==> src/rtl/mem_port_arbiter.sv <==
// Round-robin arbiter sharing the byte-addressed data RAM between the CPU (C) and debug (D) ports.
// Each grant becomes one registered RAM access cycle followed by a one-cycle ack to the winner.
module mem_port_arbiter #(
    parameter int unsigned DEPTH = 1024
) (
    input  logic        clk,
    input  logic        rst_n,
    input  logic        c_req,
    input  logic        c_we,
    input  logic [1:0]  c_size,
    input  logic        c_signed,
    input  logic [31:0] c_addr,
    input  logic [31:0] c_wdata,
    output logic        c_ack,
    output logic        c_err,
    output logic [31:0] c_rdata,
    input  logic        d_req,
    input  logic        d_we,
    input  logic [1:0]  d_size,
    input  logic        d_signed,
    input  logic [31:0] d_addr,
    input  logic [31:0] d_wdata,
    output logic        d_ack,
    output logic        d_err,
    output logic [31:0] d_rdata,
    output logic        ram_ena,
    output logic        ram_we,
    output logic [31:0] ram_addr,
    output logic [2:0]  ram_switch,
    output logic [31:0] ram_wdata,
    input  logic [31:0] ram_rdata
);

    localparam int unsigned AW = 32;
    localparam int unsigned DW = 32;

    localparam logic       PORT_C = 1'b0;
    localparam logic       PORT_D = 1'b1;
    localparam logic [1:0] SZ_BYTE = 2'b00;
    localparam logic [1:0] SZ_HALF = 2'b01;
    localparam logic [1:0] SZ_WORD = 2'b10;
    localparam logic [1:0] SZ_BAD  = 2'b11;

    typedef enum logic [1:0] {
        IDLE   = 2'd0,
        ACCESS = 2'd1,
        RESP   = 2'd2
    } state_t;

    state_t state_q, state_d;

    logic          last_q;
    logic          gnt_q;
    logic          we_q;
    logic [1:0]    size_q;
    logic          sgn_q;

    logic          any_req;
    logic          sel_gnt;
    logic          sel_we;
    logic [1:0]    sel_size;
    logic          sel_sgn;
    logic [AW-1:0] sel_addr;
    logic [DW-1:0] sel_wdata;
    logic [2:0]    sel_bytes;
    logic [AW:0]   sel_last;
    logic          sel_err;
    logic [DW-1:0] load_data;

    logic          ram_ena_d, ram_we_d;
    logic [AW-1:0] ram_addr_d;
    logic [2:0]    ram_switch_d;
    logic [DW-1:0] ram_wdata_d;
    logic          c_ack_d, d_ack_d, c_err_d, d_err_d;
    logic [DW-1:0] c_rdata_d, d_rdata_d;

    function automatic logic [2:0] size_to_switch(input logic [1:0] size);
        case (size)
            SZ_BYTE: size_to_switch = 3'b100;
            SZ_HALF: size_to_switch = 3'b010;
            SZ_WORD: size_to_switch = 3'b001;
            default: size_to_switch = 3'b000;
        endcase
    endfunction

    // Winner selection: alternate on contention, otherwise whoever asks.
    always_comb begin
        any_req   = c_req | d_req;
        sel_gnt   = (c_req & d_req) ? ~last_q : d_req;
        sel_we    = (sel_gnt == PORT_D) ? d_we     : c_we;
        sel_size  = (sel_gnt == PORT_D) ? d_size   : c_size;
        sel_sgn   = (sel_gnt == PORT_D) ? d_signed : c_signed;
        sel_addr  = (sel_gnt == PORT_D) ? d_addr   : c_addr;
        sel_wdata = (sel_gnt == PORT_D) ? d_wdata  : c_wdata;
    end

    // Alignment and range check; 33-bit end address avoids wrap near 2^32.
    always_comb begin
        case (sel_size)
            SZ_HALF: sel_bytes = 3'd2;
            SZ_WORD: sel_bytes = 3'd4;
            default: sel_bytes = 3'd1;
        endcase
        sel_last = {1'b0, sel_addr} + 33'(sel_bytes) - 33'd1;
        sel_err  = (sel_size == SZ_BAD)
                 | ((sel_size == SZ_HALF) & sel_addr[0])
                 | ((sel_size == SZ_WORD) & (sel_addr[1:0] != 2'b00))
                 | (sel_last >= 33'(DEPTH));
    end

    always_comb begin
        case (size_q)
            SZ_BYTE: load_data = {{24{sgn_q & ram_rdata[7]}}, ram_rdata[7:0]};
            SZ_HALF: load_data = {{16{sgn_q & ram_rdata[15]}}, ram_rdata[15:0]};
            default: load_data = ram_rdata;
        endcase
    end

    always_ff @(posedge clk or negedge rst_n) begin
        if (!rst_n) state_q <= IDLE;
        else        state_q <= state_d;
    end

    always_comb begin
        state_d = state_q;
        case (state_q)
            IDLE:    if (any_req) state_d = sel_err ? RESP : ACCESS;
            ACCESS:  state_d = RESP;
            RESP:    state_d = IDLE;
            default: state_d = IDLE;
        endcase
    end

    // Next values for every registered output; all zero unless a state drives them.
    always_comb begin
        ram_ena_d    = 1'b0;
        ram_we_d     = 1'b0;
        ram_addr_d   = '0;
        ram_switch_d = 3'b000;
        ram_wdata_d  = '0;
        c_ack_d      = 1'b0;
        d_ack_d      = 1'b0;
        c_err_d      = 1'b0;
        d_err_d      = 1'b0;
        c_rdata_d    = '0;
        d_rdata_d    = '0;
        case (state_q)
            IDLE: begin
                if (any_req) begin
                    if (sel_err) begin
                        if (sel_gnt == PORT_D) begin
                            d_ack_d = 1'b1;
                            d_err_d = 1'b1;
                        end else begin
                            c_ack_d = 1'b1;
                            c_err_d = 1'b1;
                        end
                    end else begin
                        ram_ena_d    = 1'b1;
                        ram_we_d     = sel_we;
                        ram_addr_d   = sel_addr;
                        ram_switch_d = size_to_switch(sel_size);
                        ram_wdata_d  = sel_wdata;
                    end
                end
            end
            ACCESS: begin
                if (gnt_q == PORT_D) begin
                    d_ack_d   = 1'b1;
                    d_rdata_d = we_q ? '0 : load_data;
                end else begin
                    c_ack_d   = 1'b1;
                    c_rdata_d = we_q ? '0 : load_data;
                end
            end
            default: ;
        endcase
    end

    always_ff @(posedge clk or negedge rst_n) begin
        if (!rst_n) begin
            ram_ena    <= 1'b0;
            ram_we     <= 1'b0;
            ram_addr   <= '0;
            ram_switch <= 3'b000;
            ram_wdata  <= '0;
            c_ack      <= 1'b0;
            d_ack      <= 1'b0;
            c_err      <= 1'b0;
            d_err      <= 1'b0;
            c_rdata    <= '0;
            d_rdata    <= '0;
        end else begin
            ram_ena    <= ram_ena_d;
            ram_we     <= ram_we_d;
            ram_addr   <= ram_addr_d;
            ram_switch <= ram_switch_d;
            ram_wdata  <= ram_wdata_d;
            c_ack      <= c_ack_d;
            d_ack      <= d_ack_d;
            c_err      <= c_err_d;
            d_err      <= d_err_d;
            c_rdata    <= c_rdata_d;
            d_rdata    <= d_rdata_d;
        end
    end

    // Grant bookkeeping; pointer starts at D so C wins the first contention.
    always_ff @(posedge clk or negedge rst_n) begin
        if (!rst_n) begin
            last_q <= PORT_D;
            gnt_q  <= PORT_C;
            we_q   <= 1'b0;
            size_q <= SZ_BYTE;
            sgn_q  <= 1'b0;
        end else if ((state_q == IDLE) && any_req) begin
            last_q <= sel_gnt;
            gnt_q  <= sel_gnt;
            we_q   <= sel_we;
            size_q <= sel_size;
            sgn_q  <= sel_sgn;
        end
    end

endmodule

==> config.mk <==
export PLATFORM = sky130hd
export DESIGN_NAME = mem_port_arbiter
export DESIGN_NICKNAME = d
export VERILOG_FILES = /design/src/rtl/mem_port_arbiter.sv
export SDC_FILE = /design/constraint.sdc
export NUM_CORES = 1
export LEC_CHECK = 0
export BUFFER_PORTS_ARGS = -buffer_cell sky130_fd_sc_hd__buf_2
export CAP_MARGIN = 20
export CORE_ASPECT_RATIO = 2
export CORE_MARGIN = 2
export CORE_UTILIZATION = 39
export CTS_BUF_LIST = sky130_fd_sc_hd__clkbuf_8
export DETAILED_ROUTE_END_ITERATION = 10
export PLACE_DENSITY = 0.73
export SYNTH_ARGS = -nofsm -noshare
export SYNTH_HDL_FRONTEND = slang
export SYNTH_SLANG_ARGS = --single-unit
==> constraint.sdc <==
create_clock -name clk -period 13.2 [get_ports clk]
set_input_delay 0.66 -clock clk [delete_from_list [all_inputs] [get_ports clk]]
set_output_delay 0.66 -clock clk [all_outputs]
set_load 0.005 [all_outputs]
Yosys cells after proc, flatten, opt, wreduce, memory -nomap -nowiden
Index checks and enable logic that the tools add are counted.

word-level totals
  logic and storage cells = 85
  output and inout port bits = 137
  flip-flop bits (word level) = 145

cells by class
  add/subtract/negate cells = 2
  order comparisons = 1
  bitwise logic cells = 10
  muxes and demuxes = 44
  reduce and logical (&&, ||, !) cells = 5
  equal/unequal tests = 6

operators with widths
  kind                   number
  $mux 32                13
  $pmux 32 s2            1
  $add 32x3->33          1
  $ge 33x11->1 const B   1
  $sub 33x1->33 const B  1
  $mux 1                 19
  $mux 3                 3
  $pmux 3 s3             1
  $eq 2x1->1 const B     3
  $logic_not 2->1        3
  $mux 2                 3
  $pmux 3 s2             1
  $and 1x1->1            5
  $eq 2x2->1 const B     2
  $or 1x1->1             4
  $pmux 1 s2             2
  $pmux 2 s2             1
  $ne 2x2->1 const B     1
  $reduce_bool 2->1      1
  $logic_and 1x1->1      1
  $not 1->1              1

Depth between registers and ports, before layout
  depth in word-level cells = 12
  mapped depth = 23
  gate-level depth less buffers = 19

Worst setup path before layout
OpenSTA, ideal clock, no wires.

  path kind = input to register
  start point = input port d_req
  end point = register ram_wdata[10]
  setup slack = 7847 ps
  buffers on the path = 4
  arrival = 5270 ps
  setup time = 83 ps
  data required time = 13117 ps
  stages = 23
  cell sequence = a21boi_1 -> buf_2 -> buf_1 -> mux2i_1 -> inv_1 -> ha_1 -> inv_1 -> ha_1 -> inv_1 -> ha_1 -> inv_1 -> fa_1 -> nor2b_1 -> o31ai_1 -> a21o_1 -> nand4_1 -> and4b_1 -> o2111ai_1 -> or4_1 -> or4_1 -> buf_6 -> buf_6 -> nor3_2

between the ends
  word-level cells in the longest chain between the ends = 12
  elaborated cells on any way between the ends = 22
  those cells by class = 2 x add/sub; 1 x order compare; 3 x eq/ne; 8 x mux; 7 x bitwise; 1 x reduce/logical

RTL lines
  item                                      RTL line      text
  from (decl)                               17            input logic d_req,
  $and 1x1->1                               89            sel_gnt = (c_req & d_req) ? ~last_q : d_req;
  $mux 1 *                                  89
  $mux 2 *                                  91            sel_size = (sel_gnt == PORT_D) ? d_size : c_size;
  via sel_size[0]                           61            logic [1:0] sel_size;
  $eq 2x2->1 or $eq 2x1->1 (tied branches)  99, 107, 106
  $pmux 3 s2                                99            case (sel_size)
  $add 32x3->33                             104           sel_last = {1'b0, sel_addr} + 33'(sel_bytes) - 33'd1;
  $sub 33x1->33                             104
  $ge 33x11->1                              108           | (sel_last >= 33'(DEPTH));
  $or 1x1->1 *                              108
  $mux 32 *                                 150           if (sel_err) begin
  $mux 32 *                                 149           if (any_req) begin
  $mux 32 *                                 147           case (state_q)
  via ram_wdata_d[10]                       73            logic [DW-1:0] ram_wdata_d;
  to (signal assigned)                      198           ram_wdata <= ram_wdata_d;
  to (decl)                                 30            output logic [31:0] ram_wdata,

The timed path passes the listed nets; every way through them passes the cells marked *.
A chain may end at the register's enable or synchronous reset.

Worst setup path in the final report
  start point = register last_q
  end point = register ram_wdata[11]

between the ends
  word-level cells in the longest chain between the ends = 12
  elaborated cells on any way between the ends = 21
  those cells by class = 2 x add/sub; 1 x order compare; 3 x eq/ne; 8 x mux; 6 x bitwise; 1 x reduce/logical

RTL lines
  item                                      RTL line      text
  from (decl)                               52            logic last_q;
  from (signal assigned)                    217           last_q <= sel_gnt;
  $not 1->1 *                               89
  $mux 1 *                                  89
  $mux 2 *                                  91
  via sel_size[0]                           61
  $eq 2x2->1 or $eq 2x1->1 (tied branches)  99, 107, 106
  $pmux 3 s2                                99
  $add 32x3->33                             104
  $sub 33x1->33                             104
  $ge 33x11->1                              108
  $or 1x1->1 *                              108
  $mux 32 *                                 150
  $mux 32 *                                 149
  $mux 32 *                                 147
  via ram_wdata_d[11]                       73

Marked as above.

==> results.sh <==
export IMPL_skew_ns=0.01503
export IMPL_max_stage_delay_ns=0.78
export IMPL_netlist_area_mm2=0.008073
export IMPL_dieArea_mm2=0.02194
export IMPL_num_rows=74
export IMPL_cts_hold_buf=0
export IMPL_hpwl_mm=20.07
export IMPL_final_cell_mix="buf_2 (307), dfrtp_1 (144), nor2_1 (102)"
export IMPL_start_kind="register"
export IMPL_io_pins=309
export IMPL_grt_pass1_wl_mm=39.07
export IMPL_slowest_stage="or4_4"
export IMPL_grt_pass1_vias=7299
export IMPL_grt_antenna_before_repair=1
export IMPL_ys_warn_count=0
export IMPL_globalRouteMet1Util=0.2502
export IMPL_synth_seq_area_share=0.4496
export IMPL_final_core_util=0.5015
export IMPL_synth_fp_nets=1015
export IMPL_hold_viol_final=0
export IMPL_antenna_left=0
export IMPL_finalPower_mw=1.202
export IMPL_cap_violations=0
export IMPL_die_w_um=105.7
export IMPL_avgRoutedWirePerCell_um=18.52
export IMPL_rsz0062_at_grt="false"
export IMPL_status="complete, no violations"
export IMPL_cts_buffers=17
export IMPL_slew_headroom=0.3842
export IMPL_layout_nets=1299
export IMPL_cts_tree="yes"
export IMPL_start_util=0.3963
export IMPL_drv_slew=0
export IMPL_vdd_drop_max_mv=0.07403
export IMPL_postCtsSetupRepairBufs=0
export IMPL_setup_viol=0
export IMPL_clk_latency_ns=0.45
export IMPL_crit_required_ns=13.55
export IMPL_grt_start_max_net_pins=75
export IMPL_grtUsageMet2=0.4245
export IMPL_stdcell_count=1366
export IMPL_p_leak_nw=5.438
export IMPL_cpMostUsedCell="inv_1"
export IMPL_fmax_ghz=0.1654
export IMPL_core_area_mm2=0.02037
export IMPL_period_share=0.4580
export IMPL_placement_io_buffers=308
export IMPL_cts_buffer_depth=2
export IMPL_pre_cts_ws_ns=6.757
export IMPL_chipHeight_um=207.5
export IMPL_grt_usage=0.2312
export IMPL_synth_ff_type="dfrtp_1"
export IMPL_routed_wl_mm=25.30
export IMPL_grt_busiest_layer="met2"
export IMPL_drc=0
export IMPL_setup_ws_ns=7.155
export IMPL_ys_types=64
export IMPL_drtPass1Iterations=4
export IMPL_layout_commonest_cell="buf_2"
export IMPL_synth_edf_count=0
export IMPL_placed_cells=1333
export IMPL_worstPathArrival_ns=6.40
export IMPL_htreeDepth=4
export IMPL_grt_overflow_total=0
export IMPL_drt_iter0_drc=333
export IMPL_power_density_mw_per_mm2=117.7
export IMPL_place_gp_congestion=0.9796
export IMPL_clk_pin_slew_worst_paths_ns=0.09
export IMPL_synth_seq_cells=145
export IMPL_cp_max_fo=46
export IMPL_postSynthCellCount=802
export IMPL_min_period_ns=6.045
export IMPL_num_vias=7065
export IMPL_clock_sinks=145
export IMPL_worst_pin_slew_ns=0.9237
export IMPL_syn_mean_instance_area_um2=10.07
export IMPL_tns_ns=0
export IMPL_drive_above_1_share=0.3885
export IMPL_vias_per_cell=5.172
export IMPL_root_buffer="clkbuf_8"
export IMPL_cts_repair_resized=0
export IMPL_area_delta_synth_final_pct=26.53
export IMPL_hold_class="in -> async"
export IMPL_crit_path_cell_trace="a21boi_4, buf_4, mux2i_1, inv_1, ha_1, inv_1, ha_1, inv_1, ha_1, inv_1, fa_1, nor2b_1, o31ai_1, a21o_1, nand4_1, and4b_1, o2111ai_1, or4_1, or4_4, buf_4, nor3_2"
export IMPL_path_class="reg -> reg"
export IMPL_synth_async_reset_ratio=1.000
export IMPL_cp_end_kind="register"
export IMPL_met3_usage=0.03422
## metrics by stage
| stage | area [µm²] | hold slack, ns |
|---|---|---|
| 3_5_place_dp | 9763 | 0.4605 |
| 5_1_grt | 10210 | 0.2361 |
| 2_1_floorplan | 8073 | 0.3644 |
| 4_1_cts | 10210 | 0.2194 |
| 3_3_place_gp | 9763 | 0.4458 |
| 6_report | 10210 | 0.2086 |
## flip-flops by register name, indices dropped and copies added, names as in the netlist, 2 cells and up
register,count
c_rdata,32
d_rdata,32
ram_addr,32
ram_switch,3
ram_wdata,32
size_q,2
state_q,2
## power by group
part / switching (mW) / leakage [nW] / internal [mW]
registers: 0.0126 / 2.01 / 0.450
logic: 0.218 / 3.20 / 0.131
clock network: 0.177 / 0.226 / 0.214
## kinds of logic (layout without fill, tap and decap cells)
group           Yosys count  after routing  share of synthesized area
fa+ha+maj                41             41                    0.06448
compound gates          135            135                     0.1121
flops                   145            145                     0.4496
other cells               0              1                          0
simple gates            300            300                     0.2173
buf+inv                  98            395                    0.05425
xor+xnor                 10             10                    0.01085
mux                      73             73                    0.09144
## final cells by class
cell class                 count  area [µm²]
tap                          266       332.8
fill                        1962       10150
antenna                        1       2.502
multi-input combinational    559        4028
clock inverter                14       201.4
timing repair buffer         313        1585
sequential                   145        3630
clock buffer                  18       247.7
inverter                      50       187.7
## metal layers
metal | wire length, µm | up-vias | share of wire
li1 | - | 3339 | -
met2 | 13680 | 260 | 0.54
met5 | 0 | - | 0
met4 | 1223 | 0 | 0.048
met3 | 1138 | 69 | 0.045
met1 | 9254 | 3397 | 0.37
## Yosys cell counts, types with 2 or more instances
library cell	instances	area (µm²)
and3_1	2	12.51
o21bai_1	3	22.52
o22ai_1	2	12.51
nand2_1	48	180.2
nor3_2	67	670.6
dfrtp_1	144	3603
and2_1	4	25.02
a31oi_1	2	12.51
a21o_1	6	45.04
o2111ai_1	5	43.79
nand3_1	8	40.04
buf_2	8	40.04
mux2_2	3	33.78
a22o_1	2	17.52
buf_6	8	90.09
a211oi_1	5	37.54
nand2b_1	9	56.30
o21a_1	17	127.6
o31ai_1	7	52.55
a21oi_1	42	210.2
a211o_1	3	26.28
o21ai_0	18	90.09
ha_1	40	500.5
nand4_1	9	56.30
nand3b_1	3	22.52
o21ai_1	4	20.02
nor2_1	102	382.9
a22oi_1	2	15.01
xor2_1	5	43.79
inv_1	50	187.7
nor3_1	6	30.03
nor2b_1	19	118.9
nor4_1	5	31.28
xnor2_1	5	43.79
mux2i_1	69	690.7
or3_1	5	31.28
clkbuf_1	25	93.84
or4_1	3	22.52
buf_1	7	26.28
or2_2	4	25.02
o211a_1	2	20.02
nor3b_1	2	15.01
## final timing paths
check                                    from       endpoint  slack, ns  cells after the start
worst max register to register         last_q  ram_wdata[11]       7.15                     21
min in group clk                ram_rdata[23]    c_rdata[23]       0.44                      3
worst min register to register     state_q[1]     state_q[1]       0.47                      1
max in group asynchronous               rst_n   ram_wdata[2]      11.58                      2
worst min-delay path                    rst_n     d_rdata[6]       0.21                      1
worst max-delay path                   last_q  ram_wdata[11]       7.15                     21
## critical path, delay by kind of cell (launching register included)
family	cells	cell delay (ns)
AO/OA/AOI/OAI	4	0.61
multiplexers	1	0.50
adder cells (fa/ha/maj)	4	0.96
buffers and inverters	6	1.36
flip-flops	1	0.39
AND/OR/NAND/NOR	6	2.09
(Power assumes the default switching activity.)
